## config.mk

```make
export PLATFORM = sky130hd
export DESIGN_NAME = fixed_mult_pipe_flat
export DESIGN_NICKNAME = d
export VERILOG_FILES = /design/src/rtl/fixed_mult_pipe_if.sv /design/src/rtl/fixed_mult_pipe.sv /design/src/flat_wrapper.sv
export SDC_FILE = /design/constraint.sdc
export NUM_CORES = 2
export LEC_CHECK = 0
export BUFFER_PORTS_ARGS = -buffer_cell sky130_fd_sc_hd__buf_2
export CORE_MARGIN = 2
export CORE_UTILIZATION = 45
export CTS_BUF_LIST = sky130_fd_sc_hd__clkbuf_4 sky130_fd_sc_hd__clkbuf_8
export DETAILED_ROUTE_END_ITERATION = 7
export PLACE_DENSITY = 0.64
export RECOVER_POWER = 25
export SYNTH_ARGS = -nofsm -noshare
export SYNTH_HDL_FRONTEND = slang
export SYNTH_SLANG_ARGS = --single-unit
```

## constraint.sdc

```tcl
create_clock -name clk -period 12.8 [get_ports clk]
set_clock_uncertainty 0.15 [all_clocks]
set_input_delay 2.56 -clock clk [delete_from_list [all_inputs] [get_ports clk]]
set_output_delay 2.56 -clock clk [all_outputs]
set_load 0.02 [all_outputs]
```

## src/rtl/fixed_mult_pipe_if.sv

```systemverilog
// fixed_mult_pipe_if
//   Bundles the operand/result handshake of fixed_mult_pipe.
//   master : upstream/downstream side (drives operands, modes, tag, out_ready)
//   slave  : the multiplier (drives in_ready, result, overflow, tag_out)
//   Signals:
//     in_valid / in_ready     operand-pair handshake
//     a, b                    signed operands, Q(iD).(iF)
//     round_en, sat_en        per-operation rounding / saturation modes
//     tag_in / tag_out        sideband returned unchanged with the result
//     out_valid / out_ready   result handshake
//     o, ovf                  signed result Q(oD).(oF) and overflow flag
interface fixed_mult_pipe_if #(
    parameter int iD = 16,
    parameter int iF = 16,
    parameter int oD = 16,
    parameter int oF = 16,
    parameter int TW = 8
);
    logic                 in_valid;
    logic                 in_ready;
    logic [iD+iF-1:0]     a;
    logic [iD+iF-1:0]     b;
    logic                 round_en;
    logic                 sat_en;
    logic [TW-1:0]        tag_in;
    logic                 out_valid;
    logic                 out_ready;
    logic [oD+oF-1:0]     o;
    logic                 ovf;
    logic [TW-1:0]        tag_out;

    modport master (
        output in_valid, a, b, round_en, sat_en, tag_in, out_ready,
        input  in_ready, out_valid, o, ovf, tag_out
    );

    modport slave (
        input  in_valid, a, b, round_en, sat_en, tag_in, out_ready,
        output in_ready, out_valid, o, ovf, tag_out
    );
endinterface

```

## src/rtl/fixed_mult_pipe.sv

```systemverilog
// fixed_mult_pipe
//   Pipelined signed fixed-point multiplier for the fractal iteration datapath.
//   Computes A*B at full precision, rescales from Q(iD).(iF)^2 to Q(oD).(oF)
//   with floor or round-half-up, flags overflow and optionally saturates.
//   Latency is STAGES cycles; a single global stall (result valid but not
//   taken) freezes every stage, so results leave in acceptance order.
//   Ports:
//     clk   rising-edge clock
//     rst   synchronous active-high reset
//     bus   fixed_mult_pipe_if.slave (operands, modes, tag, result handshake)
module fixed_mult_pipe #(
    parameter int iD     = 16,
    parameter int iF     = 16,
    parameter int oD     = 16,
    parameter int oF     = 16,
    parameter int STAGES = 3,
    parameter int TW     = 8
) (
    input  logic             clk,
    input  logic             rst,
    fixed_mult_pipe_if.slave bus
);
    localparam int W_IN = iD + iF;
    localparam int W_P  = 2 * W_IN;     // full-precision product
    localparam int W_R  = W_P + 1;      // one guard bit so the rounding add cannot wrap
    localparam int W_O  = oD + oF;
    localparam int S    = 2 * iF - oF;  // right shift from product to output format

    localparam logic signed [W_R-1:0] O_MAX = (W_R'(1) << (W_O - 1)) - W_R'(1);
    localparam logic signed [W_R-1:0] O_MIN = ~O_MAX;
    // 2^(S-1); collapses to zero when S == 0, so rounding degenerates to floor.
    localparam logic signed [W_R-1:0] HALF  = (W_R'(1) << S) >> 1;

    typedef struct packed {
        logic                  valid;
        logic signed [W_P-1:0] prod;
        logic                  round_en;
        logic                  sat_en;
        logic [TW-1:0]         tag;
    } stage_t;

    logic                  stall;
    logic                  out_valid_q;
    logic [W_O-1:0]        o_q;
    logic                  ovf_q;
    logic [TW-1:0]         tag_q;

    logic signed [W_IN-1:0] a_s;
    logic signed [W_IN-1:0] b_s;
    logic signed [W_P-1:0]  prod;
    stage_t                 head;
    stage_t                 tail;

    // A held result blocks the whole pipe; bubbles never stall.
    assign stall        = out_valid_q && !bus.out_ready;
    assign bus.in_ready = !stall;

    assign a_s  = bus.a;
    assign b_s  = bus.b;
    assign prod = a_s * b_s;

    // Modes and tag are captured together with the operands.
    always_comb begin
        head.valid    = bus.in_valid;
        head.prod     = prod;
        head.round_en = bus.round_en;
        head.sat_en   = bus.sat_en;
        head.tag      = bus.tag_in;
    end

    // STAGES-1 product registers; the final stage is the output register.
    if (STAGES == 1) begin : g_direct
        assign tail = head;
    end else begin : g_pipe
        stage_t pipe [STAGES-1];

        always_ff @(posedge clk) begin
            if (rst) begin
                // NOTE: only the valid bits are reset; the payload is always
                // qualified by valid, so it needs no reset value.
                for (int i = 0; i < STAGES - 1; i++) begin
                    pipe[i].valid <= 1'b0;
                end
            end else if (!stall) begin
                pipe[0] <= head;
                for (int i = 1; i < STAGES - 1; i++) begin
                    pipe[i] <= pipe[i-1];
                end
            end
        end

        assign tail = pipe[STAGES-2];
    end

    logic signed [W_R-1:0] p_ext;
    logic signed [W_R-1:0] half;
    logic signed [W_R-1:0] r;
    logic                  ovf_next;
    logic [W_O-1:0]        o_next;

    // NOTE: combinational logic uses blocking assignments and assigns every
    // output on every path, which keeps it free of inferred latches.
    always_comb begin
        p_ext    = {tail.prod[W_P-1], tail.prod};
        half     = tail.round_en ? HALF : '0;
        r        = (p_ext + half) >>> S;
        ovf_next = (r > O_MAX) || (r < O_MIN);
        if (tail.sat_en && ovf_next) begin
            o_next = r[W_R-1] ? O_MIN[W_O-1:0] : O_MAX[W_O-1:0];
        end else begin
            o_next = r[W_O-1:0];
        end
    end

    // Result payload only changes when a real result arrives, so o/ovf/tag_out
    // keep their last value across bubbles as well as stalls.
    always_ff @(posedge clk) begin
        if (rst) begin
            out_valid_q <= 1'b0;
            o_q         <= '0;
            ovf_q       <= 1'b0;
            tag_q       <= '0;
        end else if (!stall) begin
            out_valid_q <= tail.valid;
            if (tail.valid) begin
                o_q   <= o_next;
                ovf_q <= ovf_next;
                tag_q <= tail.tag;
            end
        end
    end

    assign bus.out_valid = out_valid_q;
    assign bus.o         = o_q;
    assign bus.ovf       = ovf_q;
    assign bus.tag_out   = tag_q;
endmodule

```

## src/flat_wrapper.sv

```systemverilog
// flat-port wrapper written by rule: the top's interface ports become plain ports
module fixed_mult_pipe_flat 
#(
    parameter int iD     = 16,
    parameter int iF     = 16,
    parameter int oD     = 16,
    parameter int oF     = 16,
    parameter int STAGES = 3,
    parameter int TW     = 8
)
  (clk, rst, bus_in_valid, bus_a, bus_b, bus_round_en, bus_sat_en, bus_tag_in, bus_out_ready, bus_in_ready, bus_out_valid, bus_o, bus_ovf, bus_tag_out);
  fixed_mult_pipe_if #(.iD(iD), .iF(iF), .oD(oD), .oF(oF), .TW(TW)) bus_i ();
  input  logic clk;
  input  logic rst;
  input wire logic [$bits(bus_i.in_valid)-1:0] bus_in_valid;
  input wire logic [$bits(bus_i.a)-1:0] bus_a;
  input wire logic [$bits(bus_i.b)-1:0] bus_b;
  input wire logic [$bits(bus_i.round_en)-1:0] bus_round_en;
  input wire logic [$bits(bus_i.sat_en)-1:0] bus_sat_en;
  input wire logic [$bits(bus_i.tag_in)-1:0] bus_tag_in;
  input wire logic [$bits(bus_i.out_ready)-1:0] bus_out_ready;
  output wire logic [$bits(bus_i.in_ready)-1:0] bus_in_ready;
  output wire logic [$bits(bus_i.out_valid)-1:0] bus_out_valid;
  output wire logic [$bits(bus_i.o)-1:0] bus_o;
  output wire logic [$bits(bus_i.ovf)-1:0] bus_ovf;
  output wire logic [$bits(bus_i.tag_out)-1:0] bus_tag_out;
  assign bus_i.in_valid = bus_in_valid;
  assign bus_i.a = bus_a;
  assign bus_i.b = bus_b;
  assign bus_i.round_en = bus_round_en;
  assign bus_i.sat_en = bus_sat_en;
  assign bus_i.tag_in = bus_tag_in;
  assign bus_i.out_ready = bus_out_ready;
  assign bus_in_ready = bus_i.in_ready;
  assign bus_out_valid = bus_i.out_valid;
  assign bus_o = bus_i.o;
  assign bus_ovf = bus_i.ovf;
  assign bus_tag_out = bus_i.tag_out;
  fixed_mult_pipe #(.iD(iD), .iF(iF), .oD(oD), .oF(oF), .STAGES(STAGES), .TW(TW)) u_core (.clk(clk), .rst(rst), .bus(bus_i));
endmodule
```

==> flow_metrics.py <==
metrics = {
    "final_layout": {
        "fill_cells": 8966,
        "layout-area-overhead-vs-synth_pct": 4.08,
        "mostFrequentLayoutCell": "fa_1",
        "drive_gt1_share_pct": 3.48,
        "regArea_mm2": 0.00444,
        "nets": 5642,
        "multiInputGateArea_mm2": 0.0338,
        "mostFrequentLayoutCells": "fa_1 (1081), inv_1 (940), and2_1 (591), nand2_1 (570), ha_1 (181)",
        "final_area_mm2": 0.0444,
        "fin_util_pct": 47.5,
    },
    "setup_path": {
        "cp-start-kind": "primary input",
        "slowest_delay_ns": 0.59,
        "crit_fanout": 32,
        "crit_path_end_kind": "flop",
        "worst-setup-path-type": "in2reg",
        "critPathRequiredTime_ns": 12.93,
        "cpMostUsedCell": "fa_1",
        "ff2ff_path_depth": 6,
        "critPathSlowestCell": "buf_2",
        "cp_cell_sequence": "buf_2 -> nand2_1 -> fa_1 -> fa_1 -> fa_1 -> fa_1 -> inv_1 -> fa_1 -> fa_1 -> fa_1 -> fa_1 -> ha_1 -> a21oi_1 -> o211ai_1 -> a31oi_1 -> o2111ai_1 -> o211ai_1 -> o21ai_0 -> o31a_1 -> or3_1 -> a21oi_1",
        "critPathArrivalTime_ns": 10.73,
    },
    "min_path": {
        "hold_class": "reg2reg",
        "whs_path_depth": 2,
    },
    "timing": {
        "layout_min_cycle_time_ns": 10.61,
        "maxSlewViolCount": 147,
        "rsz0062_at_grt": "no",
        "setup_viol": 0,
        "relSlewSlack_pct": -94.7,
        "finalCritPeriodShare_pct": 82.9,
        "max_freq_ghz": 0.0943,
        "final.setup.tns_ns": 0,
        "final_hold_viol_count": 0,
        "worst_slew_pin_slew_ns": 2.90,
    },
    "clock_tree": {
        "cts_made_buffers": 17,
        "clkTransAtPathRegs_ns": 0.10,
        "clk_path_buf_depth": 2,
        "clock-sinks": 162,
        "clock_latency_ns": 0.46,
        "htree_levels": 4,
        "hold_buffers": 0,
        "post_cts_buffers": 0,
        "clockRootBuffer": "clkbuf_8",
        "cts_tree": "done",
        "ctsResizeCount": 0,
    },
    "synth": {
        "avgSynthCellArea_um2": 9.75,
        "synth.net_count": 5720,
        "ys_warn_count": 0,
        "synth-async-reset-ratio_pct": 0,
        "yosys.area.top_type": "fa_1",
        "synth_cell_types": 63,
        "synth-edff-count": 120,
        "syn-cell-area_mm2": 0.0427,
        "ys_ff_latch": 162,
        "synth_ff_type": "edfxtp_1",
        "ys_seq_area_share_pct": 10.4,
        "synthCells": 4380,
        "synthTopCellsByArea": "fa_1 (51%), and2_1 (8.7%), edfxtp_1 (8.4%)",
        "yosysTopAreaCellShare_pct": 50.7,
    },
    "global_route": {
        "grt_max_degree": 99,
        "grt_usage_pct": 22.9,
        "overflow": 0,
        "grt_pass1_vias": 31100,
        "grt_pass1_wl_um": 175000,
        "antenna_found_initial": 8,
    },
    "flow_run": {
        "drv_cap": 2,
    },
    "route": {
        "drt-initial-drc-count": 1986,
        "via_per_inst": 5.21,
        "drt_pre_antenna_iters": 5,
        "wl_um": 107000,
        "vias": 29000,
        "drc": 0,
        "routedWlPerCell_um": 19.2,
        "final_antenna_net_count": 0,
    },
    "placed_design": {
        "dpl_cell_area_mm2": 0.0441,
        "gp_congestion": 0.897,
        "dp_hpwl_um": 86800,
        "io_buffers": 120,
    },
    "die": {
        "die_w_um": 312,
        "die_h_um": 312,
        "rows": 112,
        "ios": 121,
        "core_area_mm2": 0.0936,
        "initial_core_util_pct": 45.6,
        "die_area_mm2": 0.0973,
    },
    "outcome": {
        "status": "finished, violations left",
        "violations": "capacitance limit, slew limit",
    },
}
==> synth_stat cells, drive strengths merged (5+ instances only) <==
master,number
fa,1081
inv,941
and2,592
nand2,570
clkbuf,228
ha,181
edfxtp,120
nor2,109
a21oi,78
xnor2,57
dfxtp,42
o21ai,37
nand4,36
a221o,31
nand3,28
xor2,28
a21o,25
nand2b,14
nor4,14
a211oi,13
nor3,12
o211ai,12
and3,11
a31oi,10
and4,10
nor3b,9
buf,8
o21bai,8
o21a,7
or4,6
a211o,5
o31ai,5
or3,5
==> state kept, by name, indices dropped and copies added (netlist names) <==
signal	count
u_core.bus.tag_out	8
u_core.bus.o	32
u_core.bus.out_valid	1
u_core.g_pipe.pipe	120
u_core.bus.ovf	1
==> metal layers <==
metal  part of all wire, %  GRT usage [%]  up-vias
met1                    46           33.8    15100
met3                   8.9           5.64      107
li1                      -              -    12800
met2                    44           34.8     1020
met4                   1.6           4.20        6
met5                 0.046              0        -
==> final timing paths <==
path                                       from                                  end  slack, ns
max                                   bus_a[25]  u_core.g_pipe.pipe[0][73]$_DFFE_PP_       2.19
min          u_core.bus.tag_out[6]$_SDFFE_PP0P_   u_core.bus.tag_out[6]$_SDFFE_PP0P_       0.31
min reg2reg  u_core.bus.tag_out[6]$_SDFFE_PP0P_   u_core.bus.tag_out[6]$_SDFFE_PP0P_       0.31
max reg2reg   u_core.bus.out_valid$_SDFFE_PP0N_   u_core.g_pipe.pipe[0][4]$_DFFE_PP_       5.40
==> cells by family after synthesis <==
family	Yosys count	share of synthesized area [%]
simple gates	1429	17.2
fa+ha+maj	1262	56.0
buf+inv	1177	10.4
compound gates	260	4.14
flops	162	10.4
xor+xnor	85	1.74
mux	5	0.120
==> per-stage QoR <==
step           hold slack, ns  worst slack [ns]  cells
2_1_floorplan           0.321              2.82   4380
3_3_place_gp            0.292              1.88   5537
3_5_place_dp            0.297              1.86   5537
4_1_cts                 0.310              2.36   5569
5_1_grt                 0.336              1.85   5571
6_report                0.311              2.19   5572
==> critical path, delay by kind of cell <==
kind	cells	cell delay (ns)
buffers and inverters	2	0.64
AOI/OAI and AO/OA	8	2.41
adders and majority gates	9	4.54
and+or+nand+nor	2	0.53
==> area by class of cell <==
type | count | share of cell area [%]
diodes | 3 | 0.0169
clock buffers | 17 | 0.527
clock inverters | 15 | 0.358
inverters | 941 | 7.95
multi-input cells | 3041 | 76.1
flip-flops and latches | 162 | 10.0
well taps | 1254 | 3.53
repair buffers | 139 | 1.54
Power is left out: the tool's default activity adds up to more than one toggle a clock period on the data nets, which glitch-free logic cannot reach.
